===== config.mk =====
export PLATFORM = sky130hd
export DESIGN_NAME = alu_sequencer
export DESIGN_NICKNAME = d
export VERILOG_FILES = /design/src/rtl/alu_sequencer.sv
export SDC_FILE = /design/constraint.sdc
export NUM_CORES = 1
export LEC_CHECK = 0
export ABC_AREA = 1
export BUFFER_PORTS_ARGS = -buffer_cell sky130_fd_sc_hd__buf_4
export CAP_MARGIN = 20
export CORE_UTILIZATION = 65
export DETAILED_ROUTE_END_ITERATION = 12
export GPL_TIMING_DRIVEN = 0
export PLACE_DENSITY = 0.87
export SLEW_MARGIN = 20
export SYNTH_ARGS = -nofsm -noshare
export SYNTH_HDL_FRONTEND = slang
export SYNTH_SLANG_ARGS = --single-unit

===== constraint.sdc =====
create_clock -name clk -period 6.9 [get_ports clk]
set_clock_uncertainty 0.2 [all_clocks]
set_input_delay 0.345 -clock clk [delete_from_list [all_inputs] [get_ports clk]]
set_output_delay 0.345 -clock clk [all_outputs]
set_load 0.02 [all_outputs]

===== src/rtl/alu_sequencer.sv =====
// rtl/alu_sequencer.sv - microsequencer stepping a 16-bit single-operand alu through a stored opcode program

module alu (
    input  logic [2:0]  op,
    input  logic [15:0] a,
    output logic [15:0] y
);
    always_comb begin
        y = a;
        case (op)
            3'b000: y = a + 16'h0001;
            3'b001: y = a - 16'h0001;
            3'b010: y = ~a;
            3'b011: y = a & 16'h0FFF;
            3'b100: y = {a[14:0], 1'b0};
            3'b101: y = {1'b0, a[15:1]};
            3'b110: y = a | 16'h00FF;
            3'b111: y = 16'h0000;
            default: y = a;
        endcase
    end
endmodule

module alu_sequencer #(
    parameter int PROG_DEPTH = 8,
    localparam int AW = $clog2(PROG_DEPTH)
) (
    input  logic          clk,
    input  logic          rst,
    input  logic          prog_we,
    input  logic [AW-1:0] prog_addr,
    input  logic [2:0]    prog_opcode,
    input  logic [AW:0]   prog_len,
    input  logic          start,
    input  logic [15:0]   operand,
    input  logic          abort,
    output logic          busy,
    output logic          done,
    output logic [15:0]   result,
    output logic          zero_flag
);
    typedef enum logic {IDLE, RUN} state_t;

    localparam logic [AW:0]   DEPTH_L = (AW + 1)'(PROG_DEPTH);
    localparam logic [AW:0]   LEN_ONE = (AW + 1)'(1);
    localparam logic [AW-1:0] PC_ONE  = AW'(1);

    state_t        state_q, state_d;
    logic [2:0]    mem [PROG_DEPTH];
    logic [15:0]   acc;
    logic [AW-1:0] pc;
    logic [AW:0]   len;
    logic [AW:0]   len_sat;
    logic [15:0]   alu_y;
    logic          accept;
    logic          last_step;
    logic          finish_run;
    logic          finish_empty;

    alu u_alu (
        .op (mem[pc]),
        .a  (acc),
        .y  (alu_y)
    );

    assign len_sat = (prog_len > DEPTH_L) ? DEPTH_L : prog_len;

    always_ff @(posedge clk) begin
        if (rst) state_q <= IDLE;
        else     state_q <= state_d;
    end

    always_comb begin
        state_d = state_q;
        case (state_q)
            IDLE: if (start && len_sat != '0) state_d = RUN;
            RUN:  if (abort || last_step) state_d = IDLE;
            default: state_d = IDLE;
        endcase
    end

    always_comb begin
        busy         = (state_q == RUN);
        accept       = (state_q == IDLE) && start;
        last_step    = ({1'b0, pc} == len - LEN_ONE);
        finish_run   = busy && !abort && last_step;
        finish_empty = accept && (len_sat == '0);
    end

    always_ff @(posedge clk) begin
        if (rst) begin
            acc       <= '0;
            pc        <= '0;
            len       <= '0;
            result    <= '0;
            zero_flag <= 1'b0;
            done      <= 1'b0;
            for (int i = 0; i < PROG_DEPTH; i++) mem[i] <= 3'b000;
        end else begin
            done <= 1'b0;
            // program is locked while a run is in flight
            if (prog_we && !busy) mem[prog_addr] <= prog_opcode;
            if (accept) begin
                acc <= operand;
                pc  <= '0;
                len <= len_sat;
            end
            if (finish_empty) begin
                result    <= operand;
                zero_flag <= (operand == 16'h0000);
                done      <= 1'b1;
            end
            if (busy && !abort) begin
                acc <= alu_y;
                pc  <= pc + PC_ONE;
            end
            if (finish_run) begin
                result    <= alu_y;
                zero_flag <= (alu_y == 16'h0000);
                done      <= 1'b1;
            end
        end
    end
endmodule


**Word-level counts from Yosys, hierarchy flattened**

Memory sizes are Yosys's and may differ from the RTL's. A register that Yosys moved wholly into a read port is not among the register bits.
Index checks and enable logic that the tools add are counted.

- Memories: 1
- Bits in registers: 42
- Output and inout bits: 19
- RAM bits: 24
- Input bits: 31
- Word-level logic and storage cells: 65

- Add/sub/neg operators: 4
- Multiplexer cells: 25
- Order comparisons: 1
- Bitwise operators: 2
- Equal/unequal tests: 8
- Reductions and logical operators: 17

Memories:

| memory | words | bits a word | rd ports | clocked after memory_dff | write ports | line | source |
|---|---|---|---|---|---|---|---|
| mem | 8 | 3 | 1 | 1 | 8 | 49 | `logic [2:0] mem [PROG_DEPTH];` |

Operators with widths:

| cell | number |
|---|---|
| $pmux W16 S8 | 1 |
| $mux W16 | 4 |
| $logic_not A16 Y1 | 2 |
| $mux W3 | 6 |
| $add A16 B1 Y16 const B | 1 |
| $not A16 Y16 | 1 |
| $sub A16 B1 Y16 const B | 1 |
| $eq A3 B3 Y1 const B | 4 |
| $mux W1 | 12 |
| $eq A3 B2 Y1 const B | 2 |
| $logic_and A1 B1 Y1 | 6 |
| $eq A3 B4 Y1 | 1 |
| $gt A4 B4 Y1 const B | 1 |
| $logic_not A4 Y1 | 1 |
| $mux W4 | 1 |
| $reduce_bool A2 Y1 | 2 |
| $reduce_bool A4 Y1 | 1 |
| $sub A4 B1 Y4 const B | 1 |
| $add A3 B1 Y3 const B | 1 |
| $eq A3 B1 Y1 const B | 1 |
| $logic_not A3 Y1 | 1 |
| $reduce_or A3 Y1 | 1 |
| $logic_not A1 Y1 | 2 |
| $pmux W1 S2 | 1 |
| 2 further kinds | 2 |

**Logic depth before layout (Yosys ltp)**

Gate-level depths: netlist (run 1).

- Word-level depth: 7
- Depth in mapped cells: 28
- Gate-level depth less buffers: 27

**Modules after synthesis**

From an unflattened synthesis (run 1), not the netlist that was laid out.

- Cells, all modules: 740
- Area, all modules: 4979.8 µm²

Modules (own cells, without submodules):

| module | area an instance (µm²) | times used | cells each | seq. area each (µm²) |
|---|---|---|---|---|
| alu_sequencer | 3470.8 | 1 | 451 | 1621.6 |
| alu | 1508.9 | 1 | 289 | 0.0 |

**Worst setup path before layout (run 1)**

OpenSTA, ideal clock, no wires.

- Path type: reg-to-reg
- Start point: register (tool-made name)
- End point: register zero_flag
- Cell stages (with the launch flop): 24
- Setup slack: 3.986 ns
- Clock period less this slack: 2.914 ns
- Setup time: 0.064 ns
- Arrival: 2.650 ns
- Buffers on the path: 1
- Path through: dfxtp_1 buf_6 nand2_1 nand3_1 nand3_1 nand2_4 nand2_8 nor2_8 nand2_1 nand2_1 inv_1 ha_1 or2_2 o21ai_1 nand3_1 nor2_1 nand2_1 nor2_1 nand2_1 nor2_1 nand4_1 nor2_1 nor2_1 nor2_1

RTL lines:

| what | line | source |
|---|---|---|
| to (signal assigned) | 110 | `zero_flag <= (operand == 16'h0000);` |
| to (signal assigned) | 119 | `zero_flag <= (alu_y == 16'h0000);` |
| to (decl) | 40 | `output logic zero_flag` |

==> flow_metrics.py, run 1 <==
metrics = {
    "yosys": {
        "synth_seq_cells": 69,
        "synth-compound-area-share_pct": 15.74,
        "synth_top_cell_area_share_pct": 18.58,
        "synth_warnings": 0,
        "netlist_instances": 740,
        "syn_nets": 774,
        "synth_area_leaders": "dfxtp_1 (19%), nand2_1 (17%), edfxtp_1 (15%), inv_1 (7.8%), nor2_1 (6.3%)",
        "synth-edff-count": 24,
        "synth_top_family_by_area": "simple AND/OR/NAND/NOR gates",
        "synth.avg_cell_area_um2": 6.552,
        "yosysTopAreaCell": "dfxtp_1",
        "ys.flop_type": "dfxtp_1",
        "synthAdderAreaFrac_pct": 0.7742,
        "synth.area.mux_share_pct": 0,
        "synthTopCellsByCount": "nand2_1 (221), inv_1 (101), nor2_1 (82)",
        "ys_seq_area_share_pct": 33.45,
        "syn-cell-area_um2": 4848,
        "yosysMostFrequentCell": "nand2_1",
        "synthArstFlopShare_pct": 0,
        "synth.distinct_cells": 46,
        "synth_xor_area_share_pct": 1.084,
        "yosys.area_share.simple_pct": 36.80,
    },
    "grt": {
        "grt_max_degree": 14,
        "grt_usage_pct": 36.51,
        "grt_first_pass_wirelength_mm": 21.70,
        "grt-ovfl-total": 0,
        "grt_pass1_vias": 4596,
        "antenna_found_initial": 0,
    },
    "placement": {
        "pre_cts_slack_ns": 3.470,
        "place.gp.congestion": 0.9417,
        "dp_hpwl_mm": 10.38,
        "port_buffers": 49,
        "placedCellCount": 888,
    },
    "sta": {
        "hold_viol": 0,
        "period_share_pct": 51.22,
        "worst_pin_slew_ns": 0.7084,
        "finalSetupViolations": 0,
        "slew_violations": 0,
        "rsz0062_at_grt": "no",
        "max_slew_margin_pct": 52.60,
        "min_period_ns": 3.534,
        "max_freq_mhz": 282.9,
        "setup_tns_ns": 0,
        "fin_ws_ns": 3.366,
    },
    "critical_path": {
        "crit_required_ns": 6.98,
        "cpLargestDelayFamily": "simple AND/OR/NAND/NOR gates",
        "crit_fanout": 9,
        "crit_buf_inv": 2,
        "critPathSlowestCell": "dfxtp_1",
        "worst-path-stages": 22,
        "reg2regPathDepth": 22,
        "path_cells": "inv_1 -> nand3_1 -> nand3_1 -> nand2_4 -> nand2_8 -> nor2_8 -> nand2_1 -> nand2_1 -> inv_1 -> ha_1 -> or2_2 -> o21ai_1 -> nand3_1 -> nor2_1 -> nand2_1 -> nor2_1 -> nand2_1 -> nor2_1 -> nand4_1 -> nor2_1 -> nor2_1 -> nor2_1",
        "critPathArrivalTime_ns": 3.62,
        "max_stage_delay_ns": 0.49,
        "r2r_slack_ns": 3.37,
        "path_class": "register to register",
        "startpoint_type": "register",
        "cp_common_cell": "nor2_1",
        "cp-end-kind": "register",
    },
    "power": {
        "max-vdd-ir-drop_v": 0.0001401,
        "fin_total_pwr_w": 0.001119,
        "p_per_area_nw_per_um2": 200.5,
        "leakagePower_nw": 2.661,
    },
    "routing": {
        "via_per_inst": 5.770,
        "ant_nets": 0,
        "first_pass_iters": 6,
        "drtIter0Drc": 543,
        "via_count": 5222,
        "wirelength_mm": 13.50,
        "drcViolationCount": 0,
        "drt-wirelength-per-cell_um": 14.92,
    },
    "floorplan": {
        "die_x_um": 88.37,
        "coreArea_um2": 7214,
        "boundaryPins": 50,
        "die_y_um": 88.37,
        "fp-row-count": 31,
        "start_util_pct": 67.20,
        "dieArea_um2": 7808,
    },
    "clocking": {
        "clock_latency_ns": 0.35,
        "cts_resized": 0,
        "htreeDepth": 3,
        "cts_made_buffers": 9,
        "clkSinkCount": 69,
        "clkTransAtPathRegs_ns": 0.08,
        "cts_tree": "built",
        "clk_path_buf_depth": 2,
        "clockRootBuffer": "clkbuf_8",
    },
    "finish": {
        "area_growth_pct": 15.10,
        "ff_latch_area_um2": 1622,
        "final.fill_count": 586,
        "drive_gt1_share_pct": 14.64,
        "final_nets": 835,
        "multiInputGateArea_um2": 2638,
        "diodes": 0,
        "stdcell_count": 905,
    },
    "outcome": {
        "run_status": "complete, no violations",
    },
    "hold_path": {
        "hp-class": "input port to register",
        "holdPathStages": 3,
    },
    "job": {
        "cap_violations": 0,
    },
}
logic make-up after synthesis:
| family | Yosys count |
|---|---|
| xor gates and xnor gates | 6 |
| buffers and inverters | 141 |
| adders and majority gates | 3 |
| AOI/OAI and AO/OA | 117 |
| and+or+nand+nor | 404 |
| DFF | 69 |
what timing repair did:
action | 4_1_cts | 5_1_grt
setup endpoints to repair | 0 | 0
hold endpoints to repair | 1 | 0
hold buffers | 1 | 0
buffers inserted | 0 | 0
worst reg2reg max path, stage by stage (launching register included):
cell and delay, ns:
dfxtp_1 0.49, inv_1 0.18, nand3_1 0.13, nand3_1 0.13, nand2_4 0.18, nand2_8 0.10, nor2_8 0.16, nand2_1 0.11
nand2_1 0.12, inv_1 0.06, ha_1 0.26, or2_2 0.30, o21ai_1 0.17, nand3_1 0.12, nor2_1 0.11, nand2_1 0.06
nor2_1 0.10, nand2_1 0.06, nor2_1 0.08, nand4_1 0.08, nor2_1 0.12, nor2_1 0.05, nor2_1 0.10
layer usage:
layer | track usage, % | share of wire [%] | up-vias
met4 | 14.37 | 2.4 | 0
met5 | 0 | 0 | -
met1 | 50.35 | 43 | 2349
met3 | 6.343 | 9.4 | 37
met2 | 57.13 | 45 | 317
li1 | - | - | 2519
per-stage QoR:
| step | hold WS, ns | cell area, µm² | utilization [%] |
|---|---|---|---|
| 6_report | 0.05156 | 5580 | 77.35 |
| 5_1_grt | 0.05205 | 5580 | 77.35 |
| 4_1_cts | 0.04625 | 5580 | 77.35 |
| 3_5_place_dp | 0.2679 | 5340 | 74.02 |
| 3_3_place_gp | 0.2552 | 5340 | 74.02 |
| 2_1_floorplan | 0.2291 | 4848 | - |
final timing paths:
path | startpoint | to
max reg2reg | register | zero_flag
min | prog_len[0] | len[0]
max | register | zero_flag
min reg2reg | result[14] | result[14]
cell type report:
type                       count  area share (%)
sequential                    69           29.06
timing repair buffer          50           6.771
tap                           99           2.220
multi-input combinational    530           47.26
buffer                        29           3.027
clock buffer                  10           2.466
inverter                     112           7.534
clock inverter                 6           1.659
sequential cells by signal (all words and copies together) (netlist names), named ones only:
register / cells
pc: 3
done: 1
acc: 16
len: 4
busy: 1
zero_flag: 1
result: 16
mem: 24
where the power goes:
part           internal, W  switching (W)  total (W)
Sequential        0.000437     0.00000982   0.000447
Clock             0.000217       0.000166   0.000383
Combinational    0.0000941       0.000195   0.000290
Total             0.000748       0.000371    0.00112
placed cells by master (no fill, tap or decap), drive strengths merged:
| cell type | synthesis | layout |
|---|---|---|
| bufinv | 0 | 2 |
| a21oi | 24 | 24 |
| xor2 | 5 | 5 |
| a211oi | 5 | 5 |
| clkinv | 0 | 1 |
| a31oi | 13 | 13 |
| ha | 3 | 3 |
| o21ai | 30 | 30 |
| o22ai | 14 | 14 |
| a21boi | 1 | 1 |
| a221oi | 2 | 2 |
| nand4 | 4 | 4 |
| nor2 | 90 | 90 |
| nand2 | 241 | 241 |
| and3 | 1 | 1 |
| nor3 | 1 | 1 |
| o221ai | 3 | 3 |
| o2111ai | 4 | 4 |
| dfxtp | 45 | 45 |
| a22oi | 3 | 3 |
| o21a | 2 | 2 |
| buf | 11 | 60 |
| nand3b | 5 | 5 |
| o41ai | 10 | 10 |
| o211ai | 6 | 6 |
| or2 | 1 | 1 |
| nor3b | 1 | 1 |
| clkbuf | 18 | 28 |
| inv | 112 | 115 |
| nor4 | 3 | 3 |
| edfxtp | 24 | 24 |
| xnor2 | 1 | 1 |
| dlygate4sd3 | 0 | 1 |
| nand3 | 57 | 57 |
Power figures use the tool's default switching activity.
==> run 2, diff against run 1 <==
--- a/config.mk
+++ b/config.mk
@@ -8,10 +8,10 @@
 export ABC_AREA = 1
 export BUFFER_PORTS_ARGS = -buffer_cell sky130_fd_sc_hd__buf_4
 export CAP_MARGIN = 20
-export CORE_UTILIZATION = 65
+export CORE_UTILIZATION = 54
 export DETAILED_ROUTE_END_ITERATION = 12
 export GPL_TIMING_DRIVEN = 0
-export PLACE_DENSITY = 0.87
+export PLACE_DENSITY = 0.77
 export SLEW_MARGIN = 20
 export SYNTH_ARGS = -nofsm -noshare
 export SYNTH_HDL_FRONTEND = slang
==> constraint.sdc (replaced) <==
create_clock -name clk -period 3 [get_ports clk]
set_clock_uncertainty 0.2 [all_clocks]
set_input_delay 0.15 -clock clk [delete_from_list [all_inputs] [get_ports clk]]
set_output_delay 0.15 -clock clk [all_outputs]
set_load 0.02 [all_outputs]
==> run 2 against run 1 <==
  * First-iteration DRC count rose by 8.3%
  * Total power increased by 130%
  * Routed wire length grew 9.1%
  * Highest routed layer unchanged
  * Die area grew 20%
  * Register-to-register slack lost 3.4 ns
  * Worst hold slack worse by 0.013 ns
  * Global-route usage is 5.5 points lower
  * Core utilization is 5.6 points lower
  * Clock power grew 81%
  * Maximum frequency is 17% higher
  * Via count up 3.3%
  * Flip-flop and latch count unchanged
  * The run now ends with setup timing left
==> flow_metrics.py, run 2 (synthesized netlist as in run 1, its figures left out) <==
metrics = {
    "power": {
        "pwr-share-seq_pct": 40.3,
        "leakagePower_nw": 2.877,
        "max-vdd-ir-drop_v": 0.0003212,
        "switching_share_pct": 36.53,
        "p_int_w": 0.001617,
        "clockPowerShare_pct": 27.2,
        "p_switching_w": 0.0009309,
        "p_per_area_nw_per_um2": 407.1,
        "p_comb_share_pct": 32.5,
    },
    "sta": {
        "min_period_ns": 3.019,
        "hold_ws_ns": 0.03867,
        "period_share_pct": 100.6,
        "hold_viol": 0,
        "rsz0062_at_grt": "yes",
        "fin_ws_ns": -0.01935,
        "slew_violations": 0,
        "finalSetupViolations": 1,
        "max_freq_mhz": 331.2,
        "worst_pin_slew_ns": 0.7137,
        "max_slew_margin_pct": 52.24,
    },
    "critical_path": {
        "crit_required_ns": 3.09,
        "startpoint_type": "register",
        "reg2regPathDepth": 25,
        "r2r_slack_ns": -0.02,
        "critPathArrivalTime_ns": 3.11,
        "crit_fanout": 12,
        "path_class": "register to register",
        "cp-end-kind": "register",
        "r2r_end": "zero_flag",
    },
    "routing": {
        "drt-wirelength-per-cell_um": 15.42,
        "via_count": 5393,
        "first_pass_iters": 7,
        "ant_nets": 0,
        "via_per_inst": 5.647,
        "drcViolationCount": 0,
        "drtIter0Drc": 588,
        "wirelength_mm": 14.72,
    },
    "clocking": {
        "htreeDepth": 3,
        "clock_latency_ns": 0.36,
        "clockRootBuffer": "clkbuf_8",
        "cts_made_buffers": 9,
        "clk_path_buf_depth": 2,
        "clkSinkCount": 69,
        "cts_tree": "built",
        "clkTransAtPathRegs_ns": 0.08,
    },
    "hold_path": {
        "hp-start": "operand[12]",
        "holdPathStages": 6,
        "whs_endpoint": "zero_flag",
        "hp-class": "input port to register",
    },
    "finish": {
        "final_common_cell": "nand2_1",
        "final_nets": 876,
        "diodes": 0,
        "final_util_pct": 71.78,
        "top_register": "mem",
        "final_cell_mix": "nand2_1 (178), inv_1 (96), nor2_1 (75)",
        "drive_gt1_share_pct": 26.21,
        "largest_reg_flops": 24,
        "top_regs": "mem (24), acc (16), result (16)",
        "area_growth_pct": 29.11,
        "stdcell_count": 955,
    },
    "grt": {
        "grt_usage_pct": 31.03,
        "grt_max_degree": 14,
        "grt_first_pass_wirelength_mm": 23.67,
        "antenna_found_initial": 0,
        "grt-ovfl-total": 0,
        "grt_pass1_vias": 5058,
    },
    "outcome": {
        "run_status": "complete, but fails checks",
        "violations": "setup timing",
    },
    "floorplan": {
        "start_util_pct": 55.60,
        "coreArea_um2": 8721,
        "dieArea_um2": 9362,
        "boundaryPins": 50,
        "die_y_um": 96.76,
        "die_x_um": 96.76,
        "fp-row-count": 34,
    },
    "placement": {
        "dp_hpwl_mm": 10.13,
        "placedCellCount": 897,
        "port_buffers": 49,
        "place.gp.congestion": 0.9626,
    },
    "job": {
        "cap_violations": 0,
    },
}
-- run 2: cell count changes in the layout (fill, tap and decap cells not counted), moves of 5 or more --
cell           before  now
nand3_1            56   37
nand3_2             0   19
buf_4              50   68
dlygate4sd3_1       1   20
inv_1             101   96
nor2_1             82   75
nand2_1           221  178
nand2_2            12   47
nand2_4             7   15
-- run 2: final cells by class --
type	instances	area (µm²)
tap	108	135.1
clock inverter	6	46.29
inverter	112	425.4
timing repair buffer	92	780.7
buffer	28	162.7
clock buffer	10	127.6
fill	667	2461
multi-input combinational	530	2955
sequential	69	1627
-- run 2: routing by layer --
metal  vias up  track usage (%)  share of wire [%]
li1       2615                -                  -
met1      2466            42.02                 43
met2       278            50.33                 47
met3        34            4.480                8.3
met4         0            11.37                2.3
met5         -                0                  0
-- run 2: worst max path at each step --
stage,startpoint,end,slack (ns),cells past startpoint
6_report,register,zero_flag,-0.02,25
5_1_grt,register,zero_flag,-0.21,25
4_1_cts,register,zero_flag,-0.004,24
3_5_place_dp,register,zero_flag,-0.41,22
3_3_place_gp,register,zero_flag,-0.36,23
2_1_floorplan,register,zero_flag,0.09,23
-- run 2: power groups by stage --
stage | logic (W) | registers (W) | clock network (W)
4_1_cts | 0.000733 | 0.00103 | 0.000691
3_3_place_gp | 0.000626 | 0.00105 | 0
2_1_floorplan | 0.000460 | 0.00105 | 0
6_report | 0.000828 | 0.00103 | 0.000692
3_5_place_dp | 0.000637 | 0.00105 | 0
5_1_grt | 0.000897 | 0.00103 | 0.000734
-- run 2: repair_timing --
action / 4_1_cts / 5_1_grt
hold buffers: 20 / 0
setup buffers: 16 / 6
endpoints found under the setup margin: 11 / 17
pin swaps: 26 / 27
cloned: 1 / 0
hold endpoints to repair: 24 / 0
gates resized for setup: 55 / 52
-- run 2: through the flow --
stage	area, µm²	TNS (ns)	setup slack, ns	total power [W]
CTS	6045	-0.004383	-0.004383	0.002451
detailed placement	5351	-1.472	-0.4134	0.001685
global route	6260	-0.6968	-0.2100	0.002664
global placement	5351	-0.7116	-0.3602	0.001672
floorplan	4848	0	0.08588	0.001506
finish	6260	-0.01935	-0.01935	0.002548
-- run 2: critical path, stage by stage, from the launching register on --
cell and delay (ns):
dfxtp_4 0.37, inv_4 0.08, buf_6 0.13, nand2_1 0.07, nand3_2 0.07, nand3_2 0.10, nand2_4 0.14, buf_12 0.12
nand3_4 0.09, buf_8 0.17, nand2_1 0.07, nand2_2 0.10, nor2_4 0.14, buf_4 0.11, nand2_1 0.04, nor2_1 0.08
nand2_1 0.07, nand3_1 0.07, nand2_1 0.07, nand2_1 0.07, nand2_2 0.08, nor2_1 0.13, nand3_1 0.08, nor2_1 0.13
nor2_1 0.06, nor2_1 0.09
